File: src/rtl/ysyx_041461_pipe_ctrl_pkg.sv
// ysyx_041461_pipe_ctrl_pkg
//   Shared definitions for the pipeline stall/flush sequencer:
//   FSM state encodings and the watchdog defaults.
package ysyx_041461_pipe_ctrl_pkg;

   typedef enum logic {
      ysyx_041461_PCTRL_RUN       = 1'b0,
      ysyx_041461_PCTRL_TRAP_WAIT = 1'b1
   } pctrl_state_e;

   localparam int unsigned ysyx_041461_PCTRL_WDT_LIMIT = 1024;
   localparam int unsigned ysyx_041461_PCTRL_WDT_W     = 16;

   // A load in EXE whose result the instruction in ID reads; x0 never hazards.
   function automatic logic load_use_hit(
      input logic       exe_valid,
      input logic       exe_is_load,
      input logic [4:0] exe_rd,
      input logic       id_valid,
      input logic       id_use_rs1,
      input logic [4:0] id_rs1,
      input logic       id_use_rs2,
      input logic [4:0] id_rs2
   );
      return exe_valid && exe_is_load && (exe_rd != 5'd0) && id_valid &&
             ((id_use_rs1 && (id_rs1 == exe_rd)) ||
              (id_use_rs2 && (id_rs2 == exe_rd)));
   endfunction

endpackage

File: src/rtl/ysyx_041461_pipe_wdt.sv
// ysyx_041461_pipe_wdt
//   PC-freeze watchdog. Counts consecutive cycles with the PC frozen and
//   raises a sticky hang flag once the count reaches WDT_LIMIT.
//   Ports:
//     clk        - clock, rising edge
//     rst        - asynchronous active-low reset
//     pc_enable  - PC load from the sequencer; 1 clears the count
//     wdt_hang   - sticky hang flag, cleared only by reset
module ysyx_041461_pipe_wdt
   import ysyx_041461_pipe_ctrl_pkg::*;
#(
   parameter int unsigned WDT_LIMIT = ysyx_041461_PCTRL_WDT_LIMIT,
   parameter int unsigned WDT_W     = ysyx_041461_PCTRL_WDT_W
) (
   input  logic clk,
   input  logic rst,
   input  logic pc_enable,
   output logic wdt_hang
);

   localparam logic [WDT_W-1:0] LIMIT = WDT_W'(WDT_LIMIT);

   logic [WDT_W-1:0] cnt_q, cnt_d;
   logic             hang_q, hang_d;

   always_comb begin
      cnt_d = cnt_q;
      if (pc_enable) begin
         cnt_d = '0;
      end else if (cnt_q != LIMIT) begin
         cnt_d = cnt_q + WDT_W'(1);
      end
      // Flag rises on the same edge the count lands on the limit.
      hang_d = hang_q | (cnt_d == LIMIT);
   end

   always_ff @(posedge clk or negedge rst) begin
      if (!rst) begin
         cnt_q  <= '0;
         hang_q <= 1'b0;
      end else begin
         cnt_q  <= cnt_d;
         hang_q <= hang_d;
      end
   end

   assign wdt_hang = hang_q;

endmodule

File: src/rtl/ysyx_041461_pipe_ctrl.sv
// ysyx_041461_pipe_ctrl
//   Stall/flush sequencer for the 5-stage pipeline (IF, ID, EXE, MEM, WB).
//   Outputs are combinational from the FSM state and the hazard, busy and
//   redirect inputs; only the state (and the optional watchdog) is registered.
//   Optional watchdog enabled by defining YSYX_041461_PIPE_WDT_EN.
//   Ports:
//     clk, rst                         - clock, async active-low reset
//     id_* / exe_valid/rd/is_load      - load-use hazard detection
//     exe_busy, mem_busy, ifu_busy     - multi-cycle busy inputs
//     exe_redirect, wb_trap            - redirect sources
//     pc_enable, trap_redirect         - PC load and PC mux select
//     *reg_enable, *reg_flush          - pipeline register load / bubble
//     wdt_hang                         - sticky hang flag (0 without watchdog)
//
//   state     | meaning
//   ----------+-----------------------------------------------------------
//   RUN       | normal priority-based stall/flush control
//   TRAP_WAIT | trap seen while LSU busy; everything frozen until bus idle
module ysyx_041461_pipe_ctrl
   import ysyx_041461_pipe_ctrl_pkg::*;
#(
   parameter int unsigned WDT_LIMIT = ysyx_041461_PCTRL_WDT_LIMIT,
   parameter int unsigned WDT_W     = ysyx_041461_PCTRL_WDT_W
) (
   input  logic       clk,
   input  logic       rst,
   input  logic       id_valid,
   input  logic [4:0] id_rs1,
   input  logic [4:0] id_rs2,
   input  logic       id_use_rs1,
   input  logic       id_use_rs2,
   input  logic       exe_valid,
   input  logic [4:0] exe_rd,
   input  logic       exe_is_load,
   input  logic       exe_busy,
   input  logic       exe_redirect,
   input  logic       mem_busy,
   input  logic       ifu_busy,
   input  logic       wb_trap,
   output logic       pc_enable,
   output logic       trap_redirect,
   output logic       idreg_enable,
   output logic       exereg_enable,
   output logic       memreg_enable,
   output logic       wbreg_enable,
   output logic       idreg_flush,
   output logic       exereg_flush,
   output logic       memreg_flush,
   output logic       wbreg_flush,
   output logic       wdt_hang
);

   if (WDT_LIMIT >= (2 ** WDT_W)) begin : g_bad_wdt_cfg
      $error("WDT_LIMIT does not fit in WDT_W bits");
   end

   pctrl_state_e state_q, state_d;
   logic         load_use;
   logic         do_trap;

   assign load_use = load_use_hit(exe_valid, exe_is_load, exe_rd, id_valid,
                                  id_use_rs1, id_rs1, id_use_rs2, id_rs2);

   always_comb begin
      state_d       = state_q;
      do_trap       = 1'b0;
      pc_enable     = 1'b0;
      trap_redirect = 1'b0;
      idreg_enable  = 1'b0;
      exereg_enable = 1'b0;
      memreg_enable = 1'b0;
      wbreg_enable  = 1'b0;
      idreg_flush   = 1'b0;
      exereg_flush  = 1'b0;
      memreg_flush  = 1'b0;
      wbreg_flush   = 1'b0;
      // Gating on rst makes a mid-trap-wait reset take effect without a clock.
      if (rst) begin
         case (state_q)
            ysyx_041461_PCTRL_RUN: begin
               if (wb_trap && !mem_busy) begin
                  do_trap = 1'b1;
               end else if (wb_trap) begin
                  state_d = ysyx_041461_PCTRL_TRAP_WAIT;
               end else if (mem_busy) begin
                  wbreg_enable = 1'b1;
                  wbreg_flush  = 1'b1;
               end else if (exe_busy) begin
                  memreg_enable = 1'b1;
                  memreg_flush  = 1'b1;
                  wbreg_enable  = 1'b1;
               end else if (exe_redirect) begin
                  pc_enable     = 1'b1;
                  idreg_enable  = 1'b1;
                  exereg_enable = 1'b1;
                  memreg_enable = 1'b1;
                  wbreg_enable  = 1'b1;
                  idreg_flush   = 1'b1;
                  exereg_flush  = 1'b1;
               end else if (load_use) begin
                  exereg_enable = 1'b1;
                  exereg_flush  = 1'b1;
                  memreg_enable = 1'b1;
                  wbreg_enable  = 1'b1;
               end else if (ifu_busy) begin
                  idreg_enable  = 1'b1;
                  idreg_flush   = 1'b1;
                  exereg_enable = 1'b1;
                  memreg_enable = 1'b1;
                  wbreg_enable  = 1'b1;
               end else begin
                  pc_enable     = 1'b1;
                  idreg_enable  = 1'b1;
                  exereg_enable = 1'b1;
                  memreg_enable = 1'b1;
                  wbreg_enable  = 1'b1;
               end
            end
            ysyx_041461_PCTRL_TRAP_WAIT: begin
               // wb_trap is deliberately ignored here; the trap was latched.
               if (!mem_busy) begin
                  do_trap = 1'b1;
                  state_d = ysyx_041461_PCTRL_RUN;
               end
            end
            default: state_d = ysyx_041461_PCTRL_RUN;
         endcase

         if (do_trap) begin
            trap_redirect = 1'b1;
            pc_enable     = 1'b1;
            idreg_enable  = 1'b1;
            exereg_enable = 1'b1;
            memreg_enable = 1'b1;
            wbreg_enable  = 1'b1;
            idreg_flush   = 1'b1;
            exereg_flush  = 1'b1;
            memreg_flush  = 1'b1;
            wbreg_flush   = 1'b1;
         end
      end
   end

   always_ff @(posedge clk or negedge rst) begin
      if (!rst) begin
         state_q <= ysyx_041461_PCTRL_RUN;
      end else begin
         state_q <= state_d;
      end
   end

`ifdef YSYX_041461_PIPE_WDT_EN
   ysyx_041461_pipe_wdt #(
      .WDT_LIMIT (WDT_LIMIT),
      .WDT_W     (WDT_W)
   ) u_wdt (
      .clk       (clk),
      .rst       (rst),
      .pc_enable (pc_enable),
      .wdt_hang  (wdt_hang)
   );
`else
   assign wdt_hang = 1'b0;
`endif

endmodule

File: config.mk
export PLATFORM = sky130hd
export DESIGN_NAME = ysyx_041461_pipe_ctrl
export DESIGN_NICKNAME = d
export VERILOG_FILES = /design/src/rtl/ysyx_041461_pipe_ctrl_pkg.sv /design/src/rtl/ysyx_041461_pipe_wdt.sv /design/src/rtl/ysyx_041461_pipe_ctrl.sv
export SDC_FILE = /design/constraint.sdc
export NUM_CORES = 1
export LEC_CHECK = 0
export ABC_AREA = 1
export BUFFER_PORTS_ARGS = -buffer_cell sky130_fd_sc_hd__buf_2
export CAP_MARGIN = 10
export CORE_AREA = 2 2 39 41
export CTS_BUF_LIST = sky130_fd_sc_hd__clkbuf_16
export DETAILED_ROUTE_END_ITERATION = 8
export DIE_AREA = 0 0 41 43
export GPL_TIMING_DRIVEN = 0
export PLACE_DENSITY = 0.74
export SYNTH_ARGS = -nofsm -noshare
export SYNTH_HDL_FRONTEND = slang
export SYNTH_HIERARCHICAL = 1
export SYNTH_SLANG_ARGS = --single-unit
export TNS_END_PERCENT = 100
File: constraint.sdc
create_clock -name clk -period 3.1 [get_ports clk]
set_input_delay 0.62 -clock clk [delete_from_list [all_inputs] [get_ports clk]]
set_output_delay 0.62 -clock clk [all_outputs]
set_load 0.05 [all_outputs]
=== After elaboration in Yosys (flattened, before gate mapping) ===
Index checks and enable logic that the tools add are counted.

* Equality and inequality tests: 2
* Muxes and demuxes: 77
* Bitwise gates (word level): 1
* Reductions and logical operators: 10

{| class="wikitable"
|+ Operators with widths
! operator !! count
|-
| $mux 1 || 75
|-
| $eq 5x5->1 || 2
|-
| $logic_and 1x1->1 || 7
|-
| $reduce_bool 5->1 || 1
|-
| $pmux 1 s2 || 2
|-
| $logic_not 1->1 || 1
|-
| $logic_or 1x1->1 || 1
|-
| $not 1->1 || 1
|}

* Register bits: 1
* Bits of input ports: 27
* Output and inout bits: 11
* Logic and storage cells: 91

=== Depth between registers and ports, before layout ===
* Depth after elaboration: 13
* Mapped depth: 9
* Depth with buffers taken out: 9

=== Worst setup path before layout ===
OpenSTA, ideal clock, no wires.

* Path type: input to output
* Start point: input rst
* End point: output exereg_flush
* Data arrival time: 2.513 ns
* Data required time: 2.480 ns
* Setup slack: -0.033 ns
* Stages: 5
* Path buffers: 0
* Cell sequence: inv_1 > nor2_2 > inv_1 > a21oi_4 > a21boi_1

* Longest elaborated chain between the ends: 1

{| class="wikitable"
|+ RTL lines
! element !! RTL line !! RTL
|-
| start: declaration || ysyx_041461_pipe_ctrl.sv:26 || <nowiki>input logic rst,</nowiki>
|-
| $mux 1 || ysyx_041461_pipe_ctrl.sv:78 || <nowiki>if (rst) begin</nowiki>
|-
| end: declaration || ysyx_041461_pipe_ctrl.sv:47 || <nowiki>output logic exereg_flush,</nowiki>
|}

Every way passes these cells.

=== Worst setup path after layout ===
* Start point: input exe_rd[2]
* End point: output pc_enable

* Longest elaborated chain between the ends: 13
* Elaborated cells on any way between the ends: 18
* Those cells by class: eq/ne (2); mux (9); reduce/logical (7)

{| class="wikitable"
|+ RTL lines
! element !! RTL line !! RTL
|-
| start: declaration || ysyx_041461_pipe_ctrl.sv:33 || <nowiki>input logic [4:0] exe_rd,</nowiki>
|-
| $eq 5x5->1 (tied with other cells) || ysyx_041461_pipe_ctrl_pkg.sv:26 || <nowiki>((id_use_rs1 && (id_rs1 == exe_rd)) ||</nowiki>
|-
| $logic_and 1x1->1, on equally long branches || ysyx_041461_pipe_ctrl_pkg.sv:26, ysyx_041461_pipe_ctrl_pkg.sv:25, ysyx_041461_pipe_ctrl_pkg.sv:27 ||
|-
| $logic_or 1x1->1 / $logic_and 1x1->1 (equally long branches) || ysyx_041461_pipe_ctrl_pkg.sv:26, ysyx_041461_pipe_ctrl_pkg.sv:25 ||
|-
| $logic_and 1x1->1 (*) || ysyx_041461_pipe_ctrl_pkg.sv:25 || <nowiki>return exe_valid && exe_is_load && (exe_rd != 5'd0) && id_valid &&</nowiki>
|-
| $mux 1 (*) || ysyx_041461_pipe_ctrl.sv:100 || <nowiki>end else if (load_use) begin</nowiki>
|-
| $mux 1 (*) || ysyx_041461_pipe_ctrl.sv:92 || <nowiki>end else if (exe_redirect) begin</nowiki>
|-
| $mux 1 (*) || ysyx_041461_pipe_ctrl.sv:88 || <nowiki>end else if (exe_busy) begin</nowiki>
|-
| $mux 1 (*) || ysyx_041461_pipe_ctrl.sv:85 || <nowiki>end else if (mem_busy) begin</nowiki>
|-
| $mux 1 (*) || ysyx_041461_pipe_ctrl.sv:83 || <nowiki>end else if (wb_trap) begin</nowiki>
|-
| $mux 1 (*) || ysyx_041461_pipe_ctrl.sv:81 || <nowiki>if (wb_trap && !mem_busy) begin</nowiki>
|-
| $mux 1 (*) || ysyx_041461_pipe_ctrl.sv:79 || <nowiki>case (state_q)</nowiki>
|-
| $mux 1 (*) || ysyx_041461_pipe_ctrl.sv:129 || <nowiki>if (do_trap) begin</nowiki>
|-
| $mux 1 (*) || ysyx_041461_pipe_ctrl.sv:78 ||
|-
| end: declaration || ysyx_041461_pipe_ctrl.sv:40 || <nowiki>output logic pc_enable,</nowiki>
|}

Every way passes the cells marked *; elsewhere a longest branch is shown, timed or not.

==> results.txt <==
- Post-detail-place hpwl: 960 µm
- Counting flops per register, the top entry is state_q.
* Area leader, netlist: nand2_1
- Sequential cell area: ~25 µm²
* Seq/Total Area, Yosys: 0.0621
- The initial antenna violation count was 0.
- The worst hold path belongs to the class in -> async.
- The die is 41 µm wide.
- The tool flagged a number of max-cap violations equal to 0.
- Gates resized during post-CTS repair numbered 0.
- The detailed router placed 563 vias in this run.
* Post-Synthesis Cell Area: 403 µm²
* Clock latency on the worst-skew pair: 0 ns
* Highest achievable clock rate: roughly 450 MHz
- Die outline area: 0.00176 mm²
* Overflow after GRT: 0
* Effective utilization at floorplan: 0.291
- The flow ran to the end, and the final reports show no timing, DRC or antenna violations.
- Dividing the detail-routed via count by the number of cells gives 4.05.
- The congestion estimate from routability-driven global placement came to 0.660.
* Number of setup violations in the final report: 0
- Clock skew after layout: 0 ns
- The share of total power dissipated in combinational logic is 0.861.
- Ratio of final minimum period to clock period: 0.716
* Maximum vdd ir drop: 0.0000984 V
- GRT Util Overall: 0.104
* Power density over cell area: about 190 mW/mm²
* Iteration-0 DRC count of the detailed router: 3
- Registers with the most flip-flops: state_q x1
- Unrepaired setup endpoints after global routing: false
* Worst-path clk slew: 0 ns
- Count of input and output buffers: 36
- Gate count after technology mapping: 87
- STA classifies the critical path endpoint as an output pin.
- Pre-antenna DRT Iters: 3
- From synthesis to final layout, the design area changed by 50.6%.
* Startpoint-to-endpoint class of the critical path: in -> out
* Nets in the synthesized netlist: about 110
- Placeable Area: 0.00138 mm²
- The analysis attributes to net switching a power of 0.0681 mW.
- Post-detailed-route wirelength per cell: 7.32 µm
- Design internal power: approximately 0.048 mW
- Filler Cells Inserted: 157
- Post-synth cell types: 16
- ANT nets after route: 0
- Summed negative setup slack over all endpoints: 0 ns
- Number of nets at the end of the flow: ~150
* Final worst setup slack: a little under 0.9 ns
- Worst-path maximum fanout: 3
* Final critical delay including setup and external delays: 2.22 ns
* Most area-consuming cells after synthesis: nand2_1 (29%), nor2_1 (17%), inv_1 (16%)
- Post-CTS setup buffer count: 0
- Cell row count: 14
- At the placement stage, the worst setup path has a slack of 0.854 ns.
- Yosys top cell area share: 0.289
- Switching share of total power: 0.587
- The flip-flop count of the largest register, all copies and words added was 1.
- Hold repair after CTS inserted 0 buffers.
- Portion of total power attributed to sequential cells: 0.139
- In this run the count of I/O pins placed on the die edge is 38.
- The via count of the first global-routing pass was 441.
* Leakage: 0.432 nW
* Clock power frac: 0
- In the final layout, the multi-input gates occupy 295 µm².
- Of the cells placed in the final design, the portion with a size suffix greater than 1 is 0.382.
- Number of max-slew violations in the final report: 0
* Number of diodes: 0
* Average cell area after synthesis: 4.63 µm²
* Total Routed Length: 1020 µm
- At the worst endpoint, the required time is 2.48 ns.
* Yosys warning count: 6
- Hold Fails Final Rpt: 0
* Count of non-filler cells in the finished layout: about 140
- Post-placement cell count: 139
* Maximum number of pins on one net before global-route repair: 5
- Final hold analysis gives a worst-case slack of 0.411 ns.
- Wire length of the first global-routing pass: 1390 µm
- After detailed routing, the number of remaining DRC violations is 0.
- For the worst setup path, the data arrival time is 1.60 ns.
- Synthesis-stage register bit count: 1
* Die Ht: 43 µm
* Launching element type of the critical path: input port
-- synthesized netlist by cell type --
cell,number
o21a_1,1
buf_4,1
a21oi_1,1
inv_2,4
a21boi_1,1
nor2_2,1
nor2_1,18
nand2_2,1
nor2_4,2
a21oi_4,1
conb_1,1
inv_1,17
o21bai_1,1
nand2_1,31
nand3_1,5
dfrtp_1,1
-- power groups by stage --
stage                     clock network (mW)  logic, mW  registers, mW
after floorplan                            0     0.0676         0.0160
after global placement                     0     0.0988         0.0160
after detailed placement                   0      0.101         0.0162
after CTS                                  0      0.101         0.0162
after global routing                       0      0.110         0.0162
final                                      0      0.100         0.0161
-- final timing paths --
check	startpoint	endpoint	slack, ns	depth (start not counted)
min in group clk	state_q$_DFFE_PN0P_	state_q$_DFFE_PN0P_	0.57	2
worst max register to register	state_q$_DFFE_PN0P_	state_q$_DFFE_PN0P_	2.09	4
max in group asynchronous	rst	state_q$_DFFE_PN0P_	2.59	1
worst min register to register	state_q$_DFFE_PN0P_	state_q$_DFFE_PN0P_	0.57	2
worst max-delay path	exe_rd[2]	pc_enable	0.88	11
worst min-delay path	rst	state_q$_DFFE_PN0P_	0.41	1
-- logic make-up after synthesis --
logic type,Yosys count,share of synthesized area
buffers and inverters,22,0.214
other,1,0.00931
flip-flops,1,0.0621
AND/OR/NAND/NOR,58,0.606
AO/OA/AOI/OAI,5,0.109
-- layer usage --
layer  vias to the layer above  track usage  share of wire
met2                        22        0.219           0.52
met5                         -            0              0
met4                         0            0              0
met3                         0            0          0.089
li1                        321            -              -
met1                       220        0.108           0.39
-- final cells by class --
cell class,instances,area share
Multi-Input combinational cell,64,0.487
Timing Repair Buffer,36,0.297
Inverter,21,0.130
Sequential cell,1,0.0412
Tap cell,16,0.0330
Buffer,1,0.0124
-- placed cells by master (no fill, tap or decap) --
master and instances:
nand2_2 1, nand3_1 5, nor2_4 2, dfrtp_1 1, a21oi_4 1, buf_2 36
inv_2 4, o21a_1 1, a21oi_1 1, nor2_1 18, inv_1 17, conb_1 1
o21bai_1 1, nand2_1 31, buf_4 1, a21boi_2 1, nor2_2 1
-- stage by stage --
stage / power, mW / cell area, µm² / util
CTS: 0.117 / 607 / 0.439
floorplan: 0.0835 / 407 / -
detailed placement: 0.117 / 607 / 0.439
global route: 0.126 / 607 / 0.439
global placement: 0.115 / 607 / 0.439
finish: 0.116 / 607 / 0.439
-- critical path, cell delays in order --
cell and delay [ns]:
buf_2 0.11, inv_1 0.08, nand2_1 0.06, nand2_1 0.07, nor2_1 0.04, nand3_1 0.06, nand2_1 0.07, nand3_1 0.08
nand2_2 0.06, nor2_1 0.08, buf_2 0.26
Power figures use the tool's default switching activity.
